--- config.mk ---
export PLATFORM = sky130hd
export DESIGN_NAME = acl_spi_reader
export DESIGN_NICKNAME = d
export VERILOG_FILES = /design/src/rtl/acl_spi_reader.sv
export SDC_FILE = /design/constraint.sdc
export NUM_CORES = 1
export LEC_CHECK = 0
export ABC_AREA = 1
export CELL_PAD_IN_SITES_DETAIL_PLACEMENT = 0
export CELL_PAD_IN_SITES_GLOBAL_PLACEMENT = 1
export CORE_MARGIN = 3
export CORE_UTILIZATION = 43
export CTS_CLUSTER_SIZE = 40
export DETAILED_ROUTE_END_ITERATION = 7
export GPL_ROUTABILITY_DRIVEN = 0
export PLACE_DENSITY = 0.89
export SLEW_MARGIN = 20
export SYNTH_ARGS = -nofsm -noshare
export SYNTH_HDL_FRONTEND = slang
export SYNTH_SLANG_ARGS = --single-unit
--- constraint.sdc ---
create_clock -name clk -period 2 [get_ports clk]
set_input_delay 0.4 -clock clk [delete_from_list [all_inputs] [get_ports clk]]
set_output_delay 0.4 -clock clk [all_outputs]
set_load 0.02 [all_outputs]
--- src/rtl/acl_spi_reader.sv ---
// acl_spi_reader: mode-0 SPI master that enables the accelerometer and periodically reads one axis as a 10-bit tilt sample.
// Define ACL_AVG_EN to publish the average of every four samples instead of each sample.
module acl_spi_reader #(
    parameter int         CLK_DIV       = 50,
    parameter int         SAMPLE_PERIOD = 100000,
    parameter logic [7:0] AXIS_ADDR     = 8'h10
) (
    input  logic       clk,
    input  logic       rst,
    input  logic       spi_miso,
    output logic       spi_sclk,
    output logic       spi_mosi,
    output logic       spi_cs_n,
    output logic [9:0] acl_out,
    output logic       acl_valid
);
    localparam int DW = $clog2(CLK_DIV);
    localparam int WW = $clog2(SAMPLE_PERIOD + 1);
    typedef enum logic [1:0] {INIT, WAIT, XFER, DONE} state_t;
    state_t state;
    logic [DW-1:0] div;
    logic [6:0] half;
    logic [6:0] nxt;
    logic [6:0] last;
    logic [5:0] bit_idx;
    logic [WW-1:0] wcnt;
    logic [31:0] tx;
    logic [9:0] rx;
    logic [9:0] sample;
    logic rd;
    logic keep;
    // half-periods: 0 setup, 2k+1 bit k low, 2k+2 bit k high, last = tail
    assign nxt = half + 7'd1;
    assign last = rd ? 7'd65 : 7'd49;
    assign bit_idx = half[6:1];
    // only L[7:2] and H[3:0] are kept, so rx ends as {L[7:2], H[3:0]}
    assign keep = (bit_idx >= 6'd16 && bit_idx <= 6'd21) || bit_idx >= 6'd28;
    assign sample = {rx[3:0], rx[9:4]};
`ifdef ACL_AVG_EN
    logic [11:0] acc;
    logic [11:0] sum;
    logic [1:0] navg;
    assign sum = acc + {{2{sample[9]}}, sample};
`endif
    always_ff @(posedge clk) begin
        acl_valid <= 1'b0;
        if (rst) begin
            state    <= INIT;
            spi_cs_n <= 1'b1;
            spi_sclk <= 1'b0;
            spi_mosi <= 1'b0;
            acl_out  <= '0;
            div      <= '0;
            half     <= '0;
            wcnt     <= '0;
            tx       <= '0;
            rx       <= '0;
            rd       <= 1'b0;
`ifdef ACL_AVG_EN
            acc      <= '0;
            navg     <= '0;
`endif
        end else begin
            case (state)
                INIT: begin
                    spi_cs_n <= 1'b0;
                    div      <= '0;
                    half     <= '0;
                    rd       <= 1'b0;
                    tx       <= {24'h0A2D02, 8'h00};
                    state    <= XFER;
                end
                WAIT: begin
                    if (wcnt == WW'(SAMPLE_PERIOD)) begin
                        spi_cs_n <= 1'b0;
                        div      <= '0;
                        half     <= '0;
                        rd       <= 1'b1;
                        tx       <= {8'h0B, AXIS_ADDR, 16'h0000};
                        state    <= XFER;
                    end else begin
                        wcnt <= wcnt + 1'b1;
                    end
                end
                XFER: begin
                    if (div != DW'(CLK_DIV - 1)) begin
                        div <= div + 1'b1;
                    end else begin
                        div  <= '0;
                        half <= nxt;
                        if (half == last) begin
                            spi_cs_n <= 1'b1;
                            spi_sclk <= 1'b0;
                            spi_mosi <= 1'b0;
                            wcnt     <= '0;
                            state    <= DONE;
                            if (rd) begin
`ifdef ACL_AVG_EN
                                navg <= navg + 1'b1;
                                if (navg == 2'd3) begin
                                    acl_out   <= sum[11:2];
                                    acl_valid <= 1'b1;
                                    acc       <= '0;
                                end else begin
                                    acc <= sum;
                                end
`else
                                acl_out   <= sample;
                                acl_valid <= 1'b1;
`endif
                            end
                        end else if (nxt == last) begin
                            spi_sclk <= 1'b0;
                            spi_mosi <= 1'b0;
                        end else if (nxt[0]) begin
                            spi_sclk <= 1'b0;
                            spi_mosi <= tx[31];
                            tx       <= {tx[30:0], 1'b0};
                        end else begin
                            spi_sclk <= 1'b1;
                            if (keep) rx <= {rx[8:0], spi_miso};
                        end
                    end
                end
                DONE: begin
                    wcnt  <= wcnt + 1'b1;
                    state <= WAIT;
                end
                default: state <= INIT;
            endcase
        end
    end
endmodule
# After elaboration in Yosys (flattened, before gate mapping)

Index checks and enable logic that the tools add are counted.

Register bits after elaboration: 89
Output and inout bits: 14

Bitwise gates (word level): 5
Equal/unequal tests: 14
Muxes and demuxes: 34
$add $sub $neg: 3
Reduce and logical (&&, ||, !) cells: 19
Magnitude comparators: 3

Operators by type and width:

| kind                                                               | count |
|---|---|
| 2-to-1 mux 32 bit                                                  | 5 |
| one-hot mux 32 bit (3 select lines)                                | 1 |
| 2-to-1 mux 17 bit                                                  | 3 |
| one-hot mux 17 bit (3 select lines)                                | 1 |
| 2-to-1 mux 7 bit                                                   | 3 |
| one-hot mux 7 bit (3 select lines)                                 | 1 |
| one-hot mux 6 bit (3 select lines)                                 | 1 |
| adder 17 x 1 -> 17 bit (second input constant)                     | 1 |
| equality test 17 bit (second input constant)                       | 1 |
| equality test 7 bit                                                | 2 |
| != test 2 bit (second input constant)                              | 7 |
| greater-or-equal comparator 6 x 5 -> 1 bit (second input constant) | 2 |
| 2-to-1 mux 6 bit                                                   | 2 |
| AND reduction 4 bit                                                | 3 |
| AND reduction 6 bit                                                | 2 |
| 2-to-1 mux 1 bit                                                   | 11 |
| AND reduction 3 bit                                                | 3 |
| nonzero test 3 bit                                                 | 3 |
| one-hot mux 2 bit (4 select lines)                                 | 1 |
| adder 7 x 1 -> 7 bit (second input constant)                       | 1 |
| adder 6 x 1 -> 6 bit (second input constant)                       | 1 |
| less-or-equal comparator 6 x 5 -> 1 bit (second input constant)    | 1 |
| 2-to-1 mux 2 bit                                                   | 3 |
| != test 6 bit (second input constant)                              | 1 |
| 11 further kinds                                                   | 18 |

# Longest topological paths before layout

Gate-level depths: netlist of run 1.

Depth after elaboration: 6
Depth in mapped cells: 16
Mapped depth without buffers: 15

# Worst setup path after synthesis of run 1

No wires, ideal clock.

Path kind: register to register
Start point: register half[0]
End point: register tx[15]
Path buffers: 2
Arrival: 1654 ps
Required time: 1868 ps
Setup slack: 213 ps
Setup time: 132 ps
Stages on the path, launching flop included: 13
Cell sequence: dfxtp_1 ha_1 inv_1 nor2_4 nand2_1 nand2_2 nand3_1 nand2_1 nand3_2 buf_6 clkbuf_4 nand4_1 a21oi_1

Word-level cells in the longest chain between the ends: 4

RTL lines:

| item                                     | line | text |
|---|---|---|
| from (decl)                              | 22   | `logic [6:0] half;` |
| from (signal assigned)                   | 90   | `half <= nxt;` |
| adder 7 x 1 -> 7 bit                     | 33   | `assign nxt = half + 7'd1;` |
| equality test 7 bit                      | 112  | `end else if (nxt == last) begin` |
| != test 2 bit (no source line)           | -    |  |
| AND reduction 6 bit (no source line) (*) | -    |  |
| to (signal assigned)                     | 70   | `tx <= {24'h0A2D02, 8'h00};` |
| to (signal assigned)                     | 79   | `tx <= {8'h0B, AXIS_ADDR, 16'h0000};` |
| to (signal assigned)                     | 118  | `tx <= {tx[30:0], 1'b0};` |
| to (decl)                                | 27   | `logic [31:0] tx;` |

Every way passes the cells marked *; elsewhere a longest branch is shown, timed or not.
A chain may end at the register's enable or synchronous reset.

# Final worst setup path of run 1

Start point: register half[0]
End point: register spi_mosi

Word-level cells in the longest chain between the ends: 4

RTL lines:

| item                                                                     | line | text |
|---|---|---|
| adder 7 x 1 -> 7 bit                                                     | 33   |  |
| equality test 7 bit                                                      | 112  |  |
| nonzero test 3 bit (no source line) or 2-to-1 mux 1 bit (tied branches)  | -    |  |
| AND reduction 3 bit (no source line) or 2-to-1 mux 1 bit (tied branches) | -    |  |
| to (signal assigned)                                                     | 117  | `spi_mosi <= tx[31];` |
| to (decl)                                                                | 12   | `output logic spi_mosi,` |

Several ways; a longest one is shown, not always the timed one.

==> results of run 1 <==
## cells by family after synthesis
| group | count (synthesis) | share of synthesized area [%] |
|---|---|---|
| and+or+nand+nor | 289 | 33.1 |
| AOI/OAI and AO/OA | 91 | 11.6 |
| DFF | 80 | 39.5 |
| buffers and inverters | 79 | 8.85 |
| xor gates and xnor gates | 15 | 3.24 |
| adders and majority gates | 12 | 3.70 |
## final cells by class
type | count | area (sq um) | share of cell area [%]
inverters | 51 | 196 | 4.23
flip-flops and latches | 80 | 1600 | 34.6
multi-input cells | 408 | 2170 | 46.7
repair buffers | 39 | 337 | 7.25
clock inverters | 7 | 78.8 | 1.70
clock buffers | 9 | 124 | 2.67
well taps | 108 | 135 | 2.91
## per-stage QoR
step	setup TNS, ns	worst slack (ns)	cells	cell area, sq um
after floorplan	0	0.213	566	4060
after global placement	0	0.0979	685	4360
after detailed placement	0	0.0373	685	4360
after CTS	0	0.0288	701	4560
after global routing	-0.0317	-0.0265	702	4640
final	0	0.141	702	4640
## path summary, 6_finish.rpt
kind,endpoint,cells after the start,start,slack [ns]
worst max-delay path,spi_mosi,13,half[0],0.14
worst min-delay path,rx[9],2,rx[9],0.48
worst max register to register,spi_mosi,13,half[0],0.14
worst min register to register,rx[9],2,rx[9],0.48
## worst max-delay path, stage by stage (launching register included)
cell and delay (ns):
dfxtp_2 0.38, ha_2 0.22, inv_1 0.07, nor2_4 0.12
nand2_1 0.09, nand2_1 0.06, nand3_1 0.07, nand2_1 0.12
nand3_4 0.12, buf_4 0.19, nand2_1 0.08, nand2_1 0.08
nor2_1 0.11, nor2_1 0.05
## layer usage
metal	global-route usage, %	up-vias
met5	0	-
met4	4.48	0
met3	4.40	10
met2	28.9	62
met1	22.9	1703
li1	-	1892
## registers in the layout, indices dropped and copies added, names as in the netlist
name	flops
acl_valid	1
wcnt	17
acl_out	10
tx	23
rx	10
spi_cs_n	1
half	7
spi_sclk	1
state	2
spi_mosi	1
div	6
rd	1
## layout by cell type (no fill, tap or decap), types with 5 or more instances in the layout
master / count
clkbuf_8: 9
nand3b_1: 5
inv_1: 46
nor2_1: 78
nand2_1: 112
nand4_1: 20
dfxtp_1: 78
xor2_1: 14
buf_4: 22
a21oi_1: 57
nor3_1: 7
nand2_2: 5
ha_1: 11
o21ai_0: 25
nand3_1: 38
clkdlybuf4s50_1: 16
## power by group through the flow
stage          Sequential, mW  Clock, mW  Combinational, mW
3_5_place_dp             1.90          0               1.59
2_1_floorplan            1.88          0               1.28
6_report                 1.86       1.25               1.67
3_3_place_gp             1.89          0               1.56
5_1_grt                  1.88       1.34               1.88
4_1_cts                  1.86       1.27               1.59
## what timing repair did
action	4_1_cts	5_1_grt
buffers inserted	0	0
hold buffers	0	0
endpoints found under the setup margin	0	60
gates resized for setup	0	19
endpoints found under the hold margin	0	0
==> results.py, run 1 <==
metrics = {
    "sta": {
        "fin_crit_sh_pct": 93.0,
        "clock-skew-final_ns": 0.0158,
        "clock.fmax_mhz": 538,
        "max-slew-margin-rel_pct": 74.0,
        "period_needed_ns": 1.86,
        "finalHoldViolations": 0,
        "hold_ws_ns": 0.475,
        "tightest_slew_ns": 0.390,
        "final_max_slew_viol_count": 0,
        "setup_viol": 0,
    },
    "worst_setup_path": {
        "crit_fanout": 5,
        "cp.required_ns": 2.27,
        "end_kind": "flip-flop",
        "worstPathArrival_ns": 2.13,
        "crit_type": "reg2reg",
        "startpoint_type": "flip-flop",
    },
    "clock_tree": {
        "cts_buffer_depth": 2,
        "cts_root_buf": "clkbuf_8",
        "clk_pin_slew_ns": 0.10,
        "clk_latency_ns": 0.37,
        "numCtsBuffers": 9,
        "cts_tree": "built",
        "h-tree-depth": 3,
        "cts.sinks": 80,
    },
    "routing": {
        "drt_pass1_iterations": 5,
        "top_layer": "met4",
        "wl_met3_um": 358,
        "vias_per_cell": 5.22,
        "drcViolationCount": 0,
        "initialDrtViolationCount": 145,
        "wl_met1_um": 4300,
        "drt_wl_total_um": 8970,
        "met2WireLength_um": 4230,
        "vias": 3667,
        "ant_nets": 0,
        "wl_per_cell_um": 12.8,
    },
    "place": {
        "port_buffers": 16,
        "dp_hpwl_um": 6150,
    },
    "pwr": {
        "peakVddDrop_mv": 0.716,
        "power.internal_mw": 2.88,
        "clkPwrFrac_pct": 26.1,
        "swShare_pct": 39.8,
        "design_power_total_mw": 4.79,
        "power.density_mw_per_mm2": 1030,
        "combPwrFrac_pct": 35.0,
        "p_leak_nw": 1.87,
        "netSwitchingPower_mw": 1.91,
        "pwr-share-seq_pct": 38.9,
    },
    "floorplan": {
        "core_sq_mm": 0.00893,
        "num_rows": 34,
        "dieArea_sq_mm": 0.0106,
        "dieWidth_um": 103,
        "die_h_um": 103,
        "io_pins": 17,
        "initial_core_util_pct": 45.4,
    },
    "synthesis": {
        "yosys.area.top_type": "dfxtp_1",
        "yosysWarnings": 0,
        "ys.flop_type": "dfxtp_1",
        "synth_most_common_cell": "nand2_1",
        "ys_types": 35,
        "synth_edf_count": 0,
        "synth_nets": 581,
        "synth_top_area_share_pct": 39.5,
        "yosys-top-cells-area": "dfxtp_1 (39%), nand2_1 (10%), nor2_1 (7.5%)",
        "synthArstFlopShare_pct": 0,
        "ys_seq_area_share_pct": 39.5,
        "synthCells": 566,
        "avgSynthCellArea_sq_um": 7.17,
        "ys_ff_latch": 80,
        "netlist_area_sq_mm": 0.00406,
        "synth_commonest_cells": "nand2_1 (113), nor2_1 (81), dfxtp_1 (80)",
    },
    "global_route": {
        "grt_pass1_vias": 3295,
        "grt_overflow": 0,
        "antenna_found_initial": 0,
        "grt_first_pass_wirelength_um": 14900,
        "grt_max_degree": 35,
        "grt_usage_pct": 17.5,
    },
    "outcome": {
        "status": "finished clean",
    },
    "cells_and_area": {
        "layout.nets": 604,
        "antenna_cells": 0,
        "areaGrowthSynthToFinish_pct": 14.4,
        "utilization_pct": 52.0,
        "fillCellCount": 886,
        "drive_above_1_share_pct": 12.1,
    },
    "worst_hold_path": {
        "hp-class": "reg2reg",
    },
    "job": {
        "maxCapViolations": 0,
    },
}
Note: power is estimated with default switching activity, not from simulation.
==> run 2: changes to the inputs <==
--- a/config.mk
+++ b/config.mk
@@ -9,11 +9,11 @@
 export CELL_PAD_IN_SITES_DETAIL_PLACEMENT = 0
 export CELL_PAD_IN_SITES_GLOBAL_PLACEMENT = 1
 export CORE_MARGIN = 3
-export CORE_UTILIZATION = 43
+export CORE_UTILIZATION = 44
 export CTS_CLUSTER_SIZE = 40
 export DETAILED_ROUTE_END_ITERATION = 7
 export GPL_ROUTABILITY_DRIVEN = 0
-export PLACE_DENSITY = 0.89
+export PLACE_DENSITY = 0.91
 export SLEW_MARGIN = 20
 export SYNTH_ARGS = -nofsm -noshare
 export SYNTH_HDL_FRONTEND = slang
==> run 2 against run 1 <==
Against the previous run:
- cell count is the same
- combinational power grew 10%
- hold slack lost 0.0054 ns
- maximum frequency shrank 0.35%
- critical path depth grew 1
- clock skew shrank 0.0084 ns
- clock-buffer cell count grew 1
- sequential power is essentially flat
==> results.py, run 2 (synthesis gave the netlist of run 1 again) <==
metrics = {
    "outcome": {
        "status": "finished clean",
    },
    "routing": {
        "ant_nets": 0,
        "vias_per_cell": 5.17,
        "wl_met1_um": 4370,
        "top_layer": "met4",
        "drcViolationCount": 0,
        "wl_per_cell_um": 13.0,
        "wl_met3_um": 358,
        "met2WireLength_um": 4260,
        "initialDrtViolationCount": 107,
        "vias": 3630,
        "drt_wl_total_um": 9160,
        "drt_pass1_iterations": 4,
    },
    "cells_and_area": {
        "top_regs": "tx x23, wcnt x17",
        "top_register": "tx",
        "final_cells": 702,
        "largest_reg_flops": 23,
        "drive_above_1_share_pct": 12.5,
        "areaGrowthSynthToFinish_pct": 16.9,
        "post-route-cell-area_sq_mm": 0.00474,
        "layout_common_cells": "nand2_1 (111), nor2_1 (80), dfxtp_1 (75)",
        "final_common_cell": "nand2_1",
        "antenna_cells": 0,
        "layout.nets": 604,
    },
    "clock_tree": {
        "cts_tree": "built",
        "cts_root_buf": "clkbuf_8",
        "cts_buffer_depth": 2,
        "numCtsBuffers": 9,
        "clk_pin_slew_ns": 0.08,
        "clk_latency_ns": 0.36,
        "cts.sinks": 80,
        "h-tree-depth": 3,
    },
    "pwr": {
        "peakVddDrop_mv": 0.624,
        "power.density_mw_per_mm2": 1100,
        "combPwrFrac_pct": 35.3,
        "netSwitchingPower_mw": 1.94,
        "p_leak_nw": 1.90,
        "power.internal_mw": 3.27,
        "design_power_total_mw": 5.21,
        "clkPwrFrac_pct": 28.9,
        "swShare_pct": 37.3,
        "pwr-share-seq_pct": 35.7,
    },
    "place": {
        "place_inst": 682,
        "pre_cts_ws_ns": -0.0374,
        "dp_hpwl_um": 6060,
        "place_area_sq_mm": 0.00436,
        "port_buffers": 16,
    },
    "floorplan": {
        "dieWidth_um": 102,
        "die_h_um": 102,
        "initial_core_util_pct": 45.8,
        "dieArea_sq_mm": 0.0104,
        "io_pins": 17,
        "num_rows": 34,
        "core_sq_mm": 0.00885,
    },
    "global_route": {
        "grt_overflow": 0,
        "grt_pass1_vias": 3341,
        "grt_first_pass_wirelength_um": 15400,
        "grt_max_degree": 35,
        "grt_usage_pct": 18.3,
        "antenna_found_initial": 0,
    },
    "sta": {
        "clock-skew-final_ns": 0.00747,
        "setup_viol": 0,
        "finalHoldViolations": 0,
        "clock.fmax_mhz": 536,
        "fin_crit_sh_pct": 93.3,
        "final_max_slew_viol_count": 0,
        "fin_ws_ns": 0.134,
        "max-slew-margin-rel_pct": 73.2,
        "period_needed_ns": 1.87,
        "tns_ns": 0,
        "tightest_slew_ns": 0.401,
    },
    "worst_setup_path": {
        "worstPathArrival_ns": 2.12,
        "end_kind": "flip-flop",
        "startpoint_type": "flip-flop",
        "regToRegStartpoint": "wcnt[1]",
        "crit_fanout": 9,
        "crit_type": "reg2reg",
        "cp.required_ns": 2.25,
        "crit_start": "wcnt[1]",
    },
    "worst_hold_path": {
        "hp-class": "reg2reg",
        "hp-start": "rx[9]",
    },
    "job": {
        "maxCapViolations": 0,
    },
}
## run 2: stage by stage
stage / util [%] / hold slack, ns
3_3_place_gp: 49.3 / 0.447
4_1_cts: 52.3 / 0.467
3_5_place_dp: 49.3 / 0.455
5_1_grt: 53.6 / 0.503
6_report: 53.6 / 0.470
2_1_floorplan: - / 0.436
## run 2: layout make-up
type,count,area (sq um)
multi-input combinational,407,2170
clock inverter,6,116
timing repair buffer,40,384
inverter,51,194
fill,834,4110
sequential,80,1610
tap,108,135
clock buffer,10,138
## run 2: worst max-delay path, cell delays in order (launching register included)
cell     delay [ns]
dfxtp_2        0.34
inv_1          0.07
ha_1           0.15
nand2_1        0.06
inv_1          0.05
nand2_1        0.05
nor2_2         0.13
nand2_2        0.07
nand2_4        0.09
nand2_4        0.10
inv_2          0.13
nand2_4        0.11
buf_4          0.18
a21oi_1        0.16
nor2_1         0.07
## run 2: per-layer routing
layer  up-vias  track usage (%)
met5         -                0
met1      1660             24.6
met4         0             7.57
li1       1888                -
met3        15             3.34
met2        67             29.0
## run 2: what timing repair did
action	4_1_cts	5_1_grt
pin swaps	0	3
hold buffers	0	0
resized for setup	3	21
setup buffers	0	4
setup endpoints to repair	14	59
## run 2: worst paths after layout
path | to | cells after the start | slack, ns
setup / recovery | tx[9] | 14 | 0.13
hold / removal | rx[9] | 2 | 0.47
setup reg to reg | tx[9] | 14 | 0.13
hold reg to reg | rx[9] | 2 | 0.47
## run 2: power groups by stage
stage	registers [mW]	logic, mW	clock network (mW)
2_1_floorplan	1.88	1.28	0
3_3_place_gp	1.89	1.62	0
3_5_place_dp	1.90	1.66	0
4_1_cts	1.86	1.67	1.53
5_1_grt	1.88	2.06	1.60
6_report	1.86	1.84	1.51
==> run 3: changes to the inputs <==
==> constraint.sdc (replaced) <==
create_clock -name clk -period 2 [get_ports clk]
set_input_delay 0.4 -clock clk [delete_from_list [all_inputs] [get_ports clk]]
set_output_delay 0.4 -clock clk [all_outputs]
set_load 0.005 [all_outputs]
==> results of run 3 <==
Same layout as run 2 (identical final DEF). Status: finished clean.
Among the figures that moved: total power 5.21 mW -> 5.20 mW
==> RTL edit 1, RTL diff (config.mk and constraints of run 2) <==
Set the parameter `CLK_DIV` to 100 (it was 50).
--- a/src/rtl/acl_spi_reader.sv
+++ b/src/rtl/acl_spi_reader.sv
@@ -1,7 +1,7 @@
 // acl_spi_reader: mode-0 SPI master that enables the accelerometer and periodically reads one axis as a 10-bit tilt sample.
 // Define ACL_AVG_EN to publish the average of every four samples instead of each sample.
 module acl_spi_reader #(
-    parameter int         CLK_DIV       = 50,
+    parameter int         CLK_DIV       = 100,
     parameter int         SAMPLE_PERIOD = 100000,
     parameter logic [7:0] AXIS_ADDR     = 8'h10
 ) (
Function: same outputs for any inputs over 10 cycles, from zero or initial values and one cycle with rst high; that may be too few to reach the edited logic, so the function may still have changed.
==> RTL edit 1 against run 2 <==
- synthesized area down 0.12%
- power up 2.9%
- worst setup slack improved by 0.023 ns
- worst hold slack worse by 0.013 ns
- core utilization fell by 0.79 points
- sequential cell count rose by 1
- routed wire length is 2.9% lower
- final area decreased by 1.5%
- highest routed layer unchanged
==> RTL edit 1: results (changes against run 2) <==
* Routed len/inst at 12.6 microns (-3.6%)
* Total number of vias at 3632 (+0.055%)
* Top cells by count, synth: nand2_1, dfxtp_1, nor2_1
* Syn Nets at 591 (+1.7%)
* Vias in the first global route at 3391 (+1.5%)
* Synth cell types at 32 (-8.6%)
* Hold Path End: acl_out[5]$_SDFFE_PP0P_
* Post-synthesis sequential area ratio at 40.0% (+0.54 points)
* Synth area leaders: dfxtp_1, nand2_1, nor2_1
* Fillers at 897 (+7.6%)
* Largest net degree at the start of global routing at 33 (-5.7%)
* Initial antenna violation count at 0 (unchanged)
* DP HPWL at 5.94 mm (-2.0%)
* Slowest cell on crit path: dfxtp_1
* Global-route usage over all layers at 18.1% (-0.25 points)
* Met3 usage at 3.41% (+0.068 points)
* Area delta synth->final at 15.3%
* Clock Skew at 0.00724 ns (-0.000231 ns)
* Iteration-0 DRC Markers at 138 (+29%)
* DP Area at 4350 sq um (-0.14%)
* Global-route wire length before repair at 15.3 mm (-0.76%)
* Outcome: complete, no violations
* Fin worst setup slack at 0.157 ns (+0.0231 ns)
* Metal2 WL at 4.10 mm (-3.7%)
* Max-slew headroom at 61.5% (-12 points)
* DP Cell Count at 691 (+1.3%)
* First-pass DRT Iterations at 5 (+1)
* Worst-Skew Late Latency at 0.35 ns
* Post-Route M1 WL at 4.33 mm (-0.98%)
* Layout cell share with drive strength beyond 1 at 10.5% (-1.9 points)
* Leak at 0.00192 uW (+0.82%)
* Critical R2R Launch: half[1]$_SDFFE_PP0P_
* Largest regs: tx x23, wcnt x17
* Reg2reg path depth at 12 (-2)
* Critical path's largest stage delay at 0.40 ns (+0.06 ns)
* Met3 WL at 287 microns (-20%)
* Nets at 608 (+0.66%)
* Hold path depth at 2 (unchanged)
* Hold_ws at 0.457 ns (-0.0130 ns)
* CP endpoint: tx[28]$_SDFFE_PP0P_
* Syn_area_per_cell at 7.02 sq um (-2.0%)
* Final Non-Filler Cells at 707 (+0.71%)
* Dominant synthesized flop cell: dfxtp_1
* Die ar. at 10400 sq um (-0.12%)
* Pre-CTS setup slack at 0.0404 ns (+0.0778 ns)
* VDD IR-drop max at 679 uV (+8.9%)
* GRT met2 Usage at 29.1% (+0.089 points)
* Met1 Use GR at 24.2% (-0.41 points)
* Crit-path max FO at 11 (+2)
## RTL edit 1: cell count changes after synthesis, sizes merged, moves of 2 or more
cell / delta
buf: +2
nand2: +9
nand3: -6
nor3: +2
inv: +5
o21ai: -2
## RTL edit 1: cells by family after synthesis
family | share of synthesized area (%)
DFF | 40.0
xor gates and xnor gates | 3.24
and+or+nand+nor | 32.7
buffers and inverters | 8.96
adders and majority gates | 3.40
AOI/OAI and AO/OA | 11.6
## RTL edit 1: final cells by class
class | count | share of cell area [%]
multi-input cells | 411 | 45.3
flip-flops and latches | 81 | 34.8
repair buffers | 36 | 7.23
inverters | 55 | 4.53
well taps | 108 | 2.89
clock buffers | 10 | 2.73
clock inverters | 6 | 2.49
## RTL edit 1: repair_timing
action	in CTS	in global routing
buffers inserted	0	0
endpoints found under the setup margin	0	65
gates resized for setup	0	22
## RTL edit 1: power breakdown
group          leakage (uW)  internal [uW]  switching, uW
clock              0.000121            837            629
sequential         0.000658           1780            112
combinational       0.00114            658           1350
==> RTL edit 2, RTL diff (settings of run 2) <==
Made on the original files. Register the output `spi_cs_n` once more; this adds one clock of latency there. The other outputs are not delayed to match.
--- a/src/rtl/acl_spi_reader.sv
+++ b/src/rtl/acl_spi_reader.sv
@@ -17,6 +17,8 @@
     localparam int DW = $clog2(CLK_DIV);
     localparam int WW = $clog2(SAMPLE_PERIOD + 1);
     typedef enum logic [1:0] {INIT, WAIT, XFER, DONE} state_t;
+
+    logic spi_cs_n_s0;
     state_t state;
     logic [DW-1:0] div;
     logic [6:0] half;
@@ -46,7 +48,7 @@
         acl_valid <= 1'b0;
         if (rst) begin
             state    <= INIT;
-            spi_cs_n <= 1'b1;
+            spi_cs_n_s0 <= 1'b1;
             spi_sclk <= 1'b0;
             spi_mosi <= 1'b0;
             acl_out  <= '0;
@@ -63,7 +65,7 @@
         end else begin
             case (state)
                 INIT: begin
-                    spi_cs_n <= 1'b0;
+                    spi_cs_n_s0 <= 1'b0;
                     div      <= '0;
                     half     <= '0;
                     rd       <= 1'b0;
@@ -72,7 +74,7 @@
                 end
                 WAIT: begin
                     if (wcnt == WW'(SAMPLE_PERIOD)) begin
-                        spi_cs_n <= 1'b0;
+                        spi_cs_n_s0 <= 1'b0;
                         div      <= '0;
                         half     <= '0;
                         rd       <= 1'b1;
@@ -89,7 +91,7 @@
                         div  <= '0;
                         half <= nxt;
                         if (half == last) begin
-                            spi_cs_n <= 1'b1;
+                            spi_cs_n_s0 <= 1'b1;
                             spi_sclk <= 1'b0;
                             spi_mosi <= 1'b0;
                             wcnt     <= '0;
@@ -130,4 +132,8 @@
             endcase
         end
     end
+    always_ff @(posedge clk) begin
+        spi_cs_n <= spi_cs_n_s0;
+    end
+
 endmodule
Formal check against the unedited RTL: not equivalent (a bounded check fails within 4 cycles, from zero or initial values and one cycle with rst high).
==> RTL edit 2 against run 2 <==
- worst setup slack got worse by 0.055 ns
- worst hold slack got worse by 0.099 ns
- synthesized area rose by 2.3%
- count of clock-buffer cells in the layout fell by 1
- final area fell by 1.1%
- sequential cell count rose by 1
- power fell by 2.7%
- routed wire length fell by 4.5%
- critical path type unchanged
- largest power group unchanged
==> RTL edit 2: results (changes against run 2) <==
* Fillers at 877 (+5.2%)
* Layout cell share with drive strength beyond 1 at 14.1% (+1.7 points)
* First-pass DRT Iterations at 5 (+1)
* Hold Path End: spi_cs_n$_DFF_P_
* Syn_area_per_cell at 7.31 sq um (+2.0%)
* Reg2reg path depth at 9 (-5)
* Vias in the first global route at 3185 (-4.7%)
* Final wirelength at 8.75 mm (-4.5%)
* Least-Margin Pin Slew at 0.396 ns (-0.00566 ns)
* Post-synthesis sequential area ratio at 39.1% (-0.41 points)
* Total number of vias at 3588 (-1.2%)
* VDD IR-drop max at 664 uV (+6.4%)
* Iteration-0 DRC Markers at 116 (+8.4%)
* Non-clk bufs at 33 (-18%)
* Fraction of area in multi-input gates at 46.5% (+0.83 points)
* Routed len/inst at 12.6 microns (-3.5%)
* Clock-pin slew on the worst setup and hold paths at 0.09 ns
* Area fraction in compound gates after synthesis at 11.6% (about the same)
* Global-route wire length before repair at 14.7 mm (-4.6%)
* Top cells by count, synth: nand2_1, dfxtp_1, nor2_1
* DP Cell Count at 679 (-0.44%)
* Crit path DAT at 2.17 ns (+0.05 ns)
* Nets at 597 (-1.2%)
* Clock buf count at 9 (-1)
* Global-route usage over all layers at 17.2% (-1.1 points)
* Post-synthesis xor/xnor area fraction at 3.17% (-0.073 points)
* Pre-CTS setup slack at 0.0683 ns (+0.106 ns)
* CP endpoint: wcnt[1]$_SDFFE_PP0P_
* CP Launch Point: half[1]$_SDFFE_PP0P_
* Clock Skew at 0.00990 ns (+0.00243 ns)
* HP Start: spi_cs_n_s0$_SDFFE_PP1P_
* Register area at 1620 sq um (+0.93%)
* Post-cts sizing count at 0 (-3)
* Outcome: complete, no violations
* Syn Nets at 583 (+0.34%)
* Synth area leaders: dfxtp_1, nand2_1, a21oi_1
* Signal buf overhead at 6.38% (-1.7 points)
* FF+latch count, synth at 81 (+1.3%)
* Synth cell types at 36 (+2.9%)
* Hold path depth at 0 (-2)
* DP HPWL at 6.02 mm (-0.61%)
* Leak at 0.00184 uW (-3.3%)
-- RTL edit 2: changes by cell type after synthesis, moves of 3 or more --
cell	delta
a21oi_1	-4
buf_2	+3
nand2_1	-5
nand2_2	+5
nor2_1	-14
nor2_2	+16
-- RTL edit 2: critical path, cell delays in order (launching register included) --
cell and delay (ns):
dfxtp_1 0.36, inv_1 0.11, ha_1 0.15, nor3b_2 0.22
nand3_2 0.18, o21ai_2 0.16, nand3_1 0.15, buf_4 0.24
o21ai_1 0.17, nor2_1 0.06
-- RTL edit 2: routing by layer --
layer | global-route usage, % | routed length (microns) | vias to the layer above
li1 | - | - | 1880
met2 | 27.8 | 4060 | 58
met5 | 0 | 0 | -
met1 | 23.4 | 4300 | 1640
met4 | 4.48 | 102 | 0
met3 | 3.52 | 291 | 10
-- RTL edit 2: where the power goes --
part           leakage, uW  internal [uW]  switching [uW]
sequential        0.000657           1780             116
combinational      0.00106            559            1120
clock             0.000125            845             650
